`config.mk`:
```
export PLATFORM = sky130hd
export DESIGN_NAME = mux_rr_arbiter_flat
export DESIGN_NICKNAME = d
export VERILOG_FILES = /design/src/rtl/mux_rr_arbiter_pkg.sv /design/src/rtl/mux_rr_arbiter_if.sv /design/src/rtl/mux_rr_arbiter_rr_pick.sv /design/src/rtl/mux_rr_arbiter.sv /design/src/flat_wrapper.sv
export SDC_FILE = /design/constraint.sdc
export NUM_CORES = 1
export LEC_CHECK = 0
export CAP_MARGIN = 40
export CORE_ASPECT_RATIO = 0.75
export CORE_MARGIN = 3
export CORE_UTILIZATION = 40
export DETAILED_ROUTE_END_ITERATION = 12
export PLACE_DENSITY = 0.67
export SLEW_MARGIN = 5
export SYNTH_ARGS = -nofsm -noshare
export SYNTH_HDL_FRONTEND = slang
export SYNTH_SLANG_ARGS = --single-unit
export TNS_END_PERCENT = 5
```
`constraint.sdc`:
```
create_clock -name clk -period 1.7 [get_ports clk]
set_clock_uncertainty 0.1 [all_clocks]
set_input_delay 0.34 -clock clk [delete_from_list [all_inputs] [get_ports clk]]
set_output_delay 0.34 -clock clk [all_outputs]
set_load 0.005 [all_outputs]
```
`src/rtl/mux_rr_arbiter_pkg.sv`:
```
// Shared types and helpers for the round-robin mux arbiter.
//   arb_state_t    : arbiter FSM states (IDLE, GRANT)
//   NREQ           : number of requesters sharing the mux
//   req_idx_t      : requester index / mux select
//   idx_to_onehot  : converts a requester index into a one-hot grant vector
package mux_arb_pkg;

  typedef enum logic {IDLE = 1'b0, GRANT = 1'b1} arb_state_t;

  localparam int NREQ = 4;

  typedef logic [1:0] req_idx_t;

  function automatic logic [NREQ-1:0] idx_to_onehot(input req_idx_t idx);
    return 4'b0001 << idx;
  endfunction

endpackage

```
`src/rtl/mux_rr_arbiter_if.sv`:
```
// Request/grant/data bundle between the requesters and the arbiter.
//   req      : per-requester request, held high until done
//   i0..i3   : per-requester data
//   gnt      : one-hot grant (zero when idle)
//   s        : mux select, index of the granted requester
//   o        : registered mux output
//   o_valid  : o carries data from a granted, still-requesting cycle
//   busy     : arbiter is in the GRANT state
// master = requester side, slave = arbiter side.
interface mux_rr_arbiter_if #(parameter int WIDTH = 1);
  import mux_arb_pkg::*;

  logic [NREQ-1:0]  req;
  logic [WIDTH-1:0] i0;
  logic [WIDTH-1:0] i1;
  logic [WIDTH-1:0] i2;
  logic [WIDTH-1:0] i3;
  logic [NREQ-1:0]  gnt;
  req_idx_t         s;
  logic [WIDTH-1:0] o;
  logic             o_valid;
  logic             busy;

  modport master (
    output req, i0, i1, i2, i3,
    input  gnt, s, o, o_valid, busy
  );

  modport slave (
    input  req, i0, i1, i2, i3,
    output gnt, s, o, o_valid, busy
  );

endinterface

```
`src/rtl/mux_rr_arbiter_rr_pick.sv`:
```
// Combinational rotate-priority encoder.
//   req   : candidate mask
//   last  : most recently served index; the scan starts at last+1 and wraps
//   found : at least one candidate bit is set
//   idx   : first set candidate in rotation order (last when none found)
module rr_pick
  import mux_arb_pkg::*;
(
  input  logic [NREQ-1:0] req,
  input  req_idx_t        last,
  output logic            found,
  output req_idx_t        idx
);

  req_idx_t pos_s;

  // Walk the rotation from farthest to nearest so the nearest set bit wins;
  // offset NREQ truncates to 0, i.e. last itself is considered last of all.
  always_comb begin
    found = 1'b0;
    idx   = last;
    pos_s = last;
    for (int k = NREQ; k >= 1; k--) begin
      pos_s = last + req_idx_t'(k);
      found = found | req[pos_s];
      idx   = req[pos_s] ? pos_s : idx;
    end
  end

endmodule

```
`src/rtl/mux_rr_arbiter.sv`:
```
// Round-robin owner of a shared 4:1 mux select with a hold limit.
//   clk  : rising-edge clock
//   rst  : synchronous active-high reset
//   bus  : slave side of mux_rr_arbiter_if (req, i0..i3 in; gnt, s, o,
//          o_valid, busy out)
// An owner keeps the mux while it requests, but after MAX_HOLD consecutive
// cycles it is preempted if anybody else is waiting. Handover to the next
// requester happens at the same edge as the release/preempt (no idle bubble).
module mux_rr_arbiter
  import mux_arb_pkg::*;
#(
  parameter int WIDTH    = 1,
  parameter int MAX_HOLD = 4
) (
  input  logic              clk,
  input  logic              rst,
  mux_rr_arbiter_if.slave   bus
);

  localparam int            HW        = $clog2(MAX_HOLD) + 1;
  localparam logic [HW-1:0] HOLD_LAST = HW'(MAX_HOLD - 1);

  arb_state_t       state_r, state_s;
  logic [HW-1:0]    hold_r, hold_s;
  req_idx_t         last_r, last_s;
  req_idx_t         s_r, s_s;
  logic [NREQ-1:0]  gnt_r, gnt_s;
  logic [WIDTH-1:0] o_r;
  logic             o_valid_r;

  logic             owner_req_s;
  logic             release_s;
  logic             preempt_s;
  logic [NREQ-1:0]  waiting_s;
  logic [NREQ-1:0]  cand_s;
  logic             found_s;
  req_idx_t         win_s;
  logic [WIDTH-1:0] sel_s;

  assign owner_req_s = bus.req[s_r];
  assign waiting_s   = bus.req & ~gnt_r;
  assign release_s   = (state_r == GRANT) && !owner_req_s;
  assign preempt_s   = (state_r == GRANT) && owner_req_s &&
                       (hold_r == HOLD_LAST) && (waiting_s != 4'b0000);
  // A preempted owner is excluded so it cannot immediately win itself back.
  assign cand_s      = ((state_r == IDLE) || release_s) ? bus.req : waiting_s;

  // last_r equals s_r while granted, so it doubles as the scan origin k.
  rr_pick u_pick (
    .req   (cand_s),
    .last  (last_r),
    .found (found_s),
    .idx   (win_s)
  );

  // Select the data of the current owner.
  always_comb begin
    sel_s = bus.i0;
    case (s_r)
      2'd0:    sel_s = bus.i0;
      2'd1:    sel_s = bus.i1;
      2'd2:    sel_s = bus.i2;
      2'd3:    sel_s = bus.i3;
      default: sel_s = bus.i0;
    endcase
  end

  // Next-state, grant and hold-counter logic.
  always_comb begin
    state_s = state_r;
    hold_s  = hold_r;
    last_s  = last_r;
    s_s     = s_r;
    gnt_s   = gnt_r;
    case (state_r)
      IDLE: begin
        if (found_s) begin
          state_s = GRANT;
          gnt_s   = idx_to_onehot(win_s);
          s_s     = win_s;
          last_s  = win_s;
          hold_s  = '0;
        end else begin
          state_s = IDLE;
        end
      end
      GRANT: begin
        if (release_s || preempt_s) begin
          hold_s = '0;
          if (found_s) begin
            gnt_s  = idx_to_onehot(win_s);
            s_s    = win_s;
            last_s = win_s;
          end else begin
            state_s = IDLE;
            gnt_s   = 4'b0000;
          end
        end else if (hold_r != HOLD_LAST) begin
          hold_s = hold_r + HW'(1);
        end else begin
          // Saturate while nobody else is waiting.
          hold_s = hold_r;
        end
      end
      default: begin
        state_s = IDLE;
        gnt_s   = 4'b0000;
        hold_s  = '0;
      end
    endcase
  end

  // State, grant and output registers.
  always_ff @(posedge clk) begin
    if (rst) begin
      state_r   <= IDLE;
      hold_r    <= '0;
      last_r    <= 2'd3;
      s_r       <= 2'd0;
      gnt_r     <= 4'b0000;
      o_r       <= '0;
      o_valid_r <= 1'b0;
    end else begin
      state_r   <= state_s;
      hold_r    <= hold_s;
      last_r    <= last_s;
      s_r       <= s_s;
      gnt_r     <= gnt_s;
      o_valid_r <= (state_r == GRANT) && owner_req_s;
      if ((state_r == GRANT) && owner_req_s) begin
        o_r <= sel_s;
      end else begin
        o_r <= o_r;
      end
    end
  end

  assign bus.gnt     = gnt_r;
  assign bus.s       = s_r;
  assign bus.o       = o_r;
  assign bus.o_valid = o_valid_r;
  assign bus.busy    = (state_r == GRANT);

endmodule

```
`src/flat_wrapper.sv`:
```
// flat-port wrapper written by rule: the top's interface ports become plain ports
module mux_rr_arbiter_flat import mux_arb_pkg::*;
#(
  parameter int WIDTH    = 1,
  parameter int MAX_HOLD = 4
)
  (clk, rst, bus_req, bus_i0, bus_i1, bus_i2, bus_i3, bus_gnt, bus_s, bus_o, bus_o_valid, bus_busy);
  mux_rr_arbiter_if #(.WIDTH(WIDTH)) bus_i ();
  input  logic clk;
  input  logic rst;
  input wire logic [$bits(bus_i.req)-1:0] bus_req;
  input wire logic [$bits(bus_i.i0)-1:0] bus_i0;
  input wire logic [$bits(bus_i.i1)-1:0] bus_i1;
  input wire logic [$bits(bus_i.i2)-1:0] bus_i2;
  input wire logic [$bits(bus_i.i3)-1:0] bus_i3;
  output wire logic [$bits(bus_i.gnt)-1:0] bus_gnt;
  output wire logic [$bits(bus_i.s)-1:0] bus_s;
  output wire logic [$bits(bus_i.o)-1:0] bus_o;
  output wire logic [$bits(bus_i.o_valid)-1:0] bus_o_valid;
  output wire logic [$bits(bus_i.busy)-1:0] bus_busy;
  assign bus_i.req = bus_req;
  assign bus_i.i0 = bus_i0;
  assign bus_i.i1 = bus_i1;
  assign bus_i.i2 = bus_i2;
  assign bus_i.i3 = bus_i3;
  assign bus_gnt = bus_i.gnt;
  assign bus_s = bus_i.s;
  assign bus_o = bus_i.o;
  assign bus_o_valid = bus_i.o_valid;
  assign bus_busy = bus_i.busy;
  mux_rr_arbiter #(.WIDTH(WIDTH), .MAX_HOLD(MAX_HOLD)) u_core (.clk(clk), .rst(rst), .bus(bus_i));
endmodule
```
==> impl_metrics.yaml <==
worst_setup_path:
  r2r-start: "u_core.bus.s[0]"
  ff2ff_path_depth: 8
  worstReg2RegEnd: "u_core.last_r[0]"
  worstPathRequired_ns: 1.77
  timing_worst_setup_path_type: "flip-flop to flip-flop"
  critical_path.max_fanout: 6
  cp_data_arrival_time_ns: 2.09
  worst_setup_path_end_kind: "flip-flop"
  r2r_slack_ns: -0.32
  setup.worst_path.start_class: "flip-flop"
hold_path:
  timing.hold.worst_endpoint: "u_core.bus.o"
  hold_path_depth: 2
  hold_class: "flip-flop to flip-flop"
  hold_path.startpoint: "u_core.bus.o"
route:
  drt_wl_total_um: 3210
  drt-pass1-iter-count: 4
  detail_route.vias_per_cell: 5.45
  route.detailed.wl_per_inst_um: 16.4
  count_of_vias_placed_by_the_detailed_router: 1063
  starting_drt_drc_count: 53
  postRouteAntennaNets: 0
  post-route-drc-count: 0
die:
  die_y_um: 48.2
  initial_core_util_pct: 44.7
  die-area_mm2: 0.00300
  io_pins: 19
  core-area_mm2: 0.00212
  die-width_um: 62.2
  placement_rows: 14
timing:
  hold_ws_ns: 0.411
  finalHoldViolations: 0
  max-slew-margin-rel_pct: 77.9
  slew_violations: 0
  report.final.setup_viol: 13
  max_clock_freq_mhz: 495
  period_share_pct: 119
  min_period_ns: 2.02
  layout_setup_ws_ns: -0.321
  worst_margin_pin_slew_ns: 0.330
  grt_setup_unrepaired: "yes"
run:
  drv_cap: 0
pwr:
  power_after_layout_mw: 1.58
  power.static_leakage_nw: 0.703
  peakVddDrop_uv: 623
  power.density_cell_area_mw_per_mm2: 977
global_route:
  antenna_found_initial: 0
  track_usage_pct: 21.9
  grt_start_max_net_pins: 11
  grt_pass1_vias: 1076
  gr-total-overflow: 0
  wire_length_of_the_first_global_routing_pass_um: 4970
synthesis:
  synthesis.nets: 121
  synth.largest_area_cell: "dfxtp_1"
  yosys.area_share.adder_pct: 2.64
  ys_types: 44
  synth_sequential_area_ratio_pct: 29.6
  share_of_synthesized_registers_carrying_an_async_set_or_reset_pct: 0
  synth-warning-count: 0
  primary_ff_master_synth: "dfxtp_1"
  synth_enable_flop_cells: 0
  synth_compound_gate_area_share_pct: 26.5
  portion_of_synthesized_cell_area_occupied_by_the_leading_cell_type_pct: 29.6
  synth_area_per_cell_um2: 8.70
  synth_mux_area_share_pct: 9.76
  ys_seq_elements: 14
  yosys.area_share.xor_xnor_pct: 0
  netlist_area_before_placement_um2: 948
  synthSimpleGateAreaFrac_pct: 26.5
  postSynthCellCount: 109
  synthTopCellsByArea: "dfxtp_1 30%, nand2_1 5.9%, mux2i_1 3.2%"
  synth_top_family_by_area: "compound AO/OA/AOI/OAI gates"
cts:
  clock_latency_ns: 0.28
  ctsHoldBuffers: 0
  clock_tree_from_tritoncts: "done"
  cts-buffers-inserted: 3
  clock_input_transition_at_the_sequential_cells_of_the_worst_setup_and_hold_paths_ns: 0.09
  number_of_h_tree_branching_levels: 1
  sink_count_of_the_clock_tree: 14
  ctsLongestPathBuffers: 2
  clockRootBuffer: "clkbuf_4"
final_layout:
  syn_to_final_growth_pct: 70.3
  final_layout_size_suffix_gt1_share_pct: 44.8
  num-nets-final: 176
  diodes: 0
  finalCoreUtilization_pct: 76.2
  n_fill_cell: 150
placed_design:
  pre_cts_ws_ns: -0.796
  gpl.final_weighted_congestion: 0.840
  place.detailed.hpwl_um: 2330
  numPortBuffers: 18
run_status:
  outcome: "finished with violations"
  violations: "setup timing"
[synth_stat cells (all sizes together), types with 3 or more instances]
cell and n:
nand3b 4, dfxtp 14, o21ai 9, nand2 15, mux2i 5, buf 3
nor2 6, inv 6, nand3 5, nor2b 4, a21oi 4
[power breakdown]
| group | internal (mW) | switching [mW] | total, mW |
|---|---|---|---|
| Clock | 0.130 | 0.111 | 0.241 |
| Sequential | 0.402 | 0.0925 | 0.494 |
| Combinational | 0.464 | 0.378 | 0.843 |
[cells by family (layout without fill, tap and decap cells)]
group                      after synthesis  in the layout
DFF                                     14             14
and+or+nand+nor                         46             46
buffers and inverters                   10             64
muxes                                    6              6
AOI/OAI and AO/OA                       31             31
adders and majority gates                2              2
[metal layers]
| metal | vias up | global-route usage, % | share of wire, % |
|---|---|---|---|
| met3 | 4 | 4.61 | 5.7 |
| met2 | 31 | 40.4 | 49 |
| met4 | 0 | 7.93 | 0.72 |
| li1 | 516 | - | - |
| met5 | - | 0 | 0 |
| met1 | 512 | 26.8 | 45 |
[critical path: stages (launching register included)]
cell and delay [ns]:
dfxtp_4 0.39, mux2i_4 0.20, buf_12 0.15, o221ai_4 0.23
or2_1 0.18, a21boi_2 0.08, a2111oi_4 0.32, buf_4 0.19
a31oi_1 0.08
[per-stage QoR]
stage | setup TNS (ns) | instances | instance area, um^2
after floorplan | -1.31 | 109 | 956
after global placement | -8.28 | 189 | 1410
after detailed placement | -8.93 | 189 | 1410
after CTS | -3.33 | 195 | 1540
after global routing | -4.13 | 195 | 1620
final | -3.07 | 195 | 1620
[cell type report]
cell class                      instances  area, um^2  area share (%)
Multi-Input combinational cell         85         753            46.6
Timing Repair Buffer                   54         465            28.8
Sequential cell                        14         298            18.4
Tap cell                               32        40.0            2.48
Clock buffer                            4        36.3            2.25
Inverter                                6        22.5            1.39
[state kept, by name, indices dropped and copies added (netlist names)]
signal and flops:
u_core.bus.o_valid 1, u_core.bus.s 2, u_core.bus.o 1, u_core.last_r 2, u_core.hold_r 3, u_core.bus.gnt 4
u_core.bus.busy 1
[layout by cell type, fill, tap and decap left out, types with 3 or more instances in the layout]
cell and count:
buf_4 34, clkbuf_4 3, clkdlybuf4s50_1 8, dfxtp_1 6, dfxtp_2 5, dfxtp_4 3, dlygate4sd2_1 7, dlymetal6s2s_1 3
inv_1 6, nand2_1 15, nand3_1 4, nand3b_1 4, nor2_1 5, nor2b_1 4, o21ai_0 3, o21ai_1 4
[how the worst max path moves through the flow]
stage                    start  depth (start not counted)                end  slack [ns]
2_1_floorplan  u_core.bus.s[0]                          7   u_core.last_r[0]       -0.21
3_3_place_gp        bus_req[3]                          8  u_core.bus.gnt[0]       -0.76
3_5_place_dp        bus_req[3]                          8  u_core.bus.gnt[0]       -0.80
4_1_cts        u_core.bus.s[0]                          9  u_core.bus.gnt[1]       -0.31
5_1_grt        u_core.bus.s[0]                          8   u_core.last_r[0]       -0.40
6_report       u_core.bus.s[0]                          8   u_core.last_r[0]       -0.32
[repair_timing]
item | CTS | global route
gates resized for setup | 26 | 16
pin swaps | 6 | 8
endpoints found under the setup margin | 19 | 16
buffers inserted | 2 | 1
(Power assumes the default switching activity.)
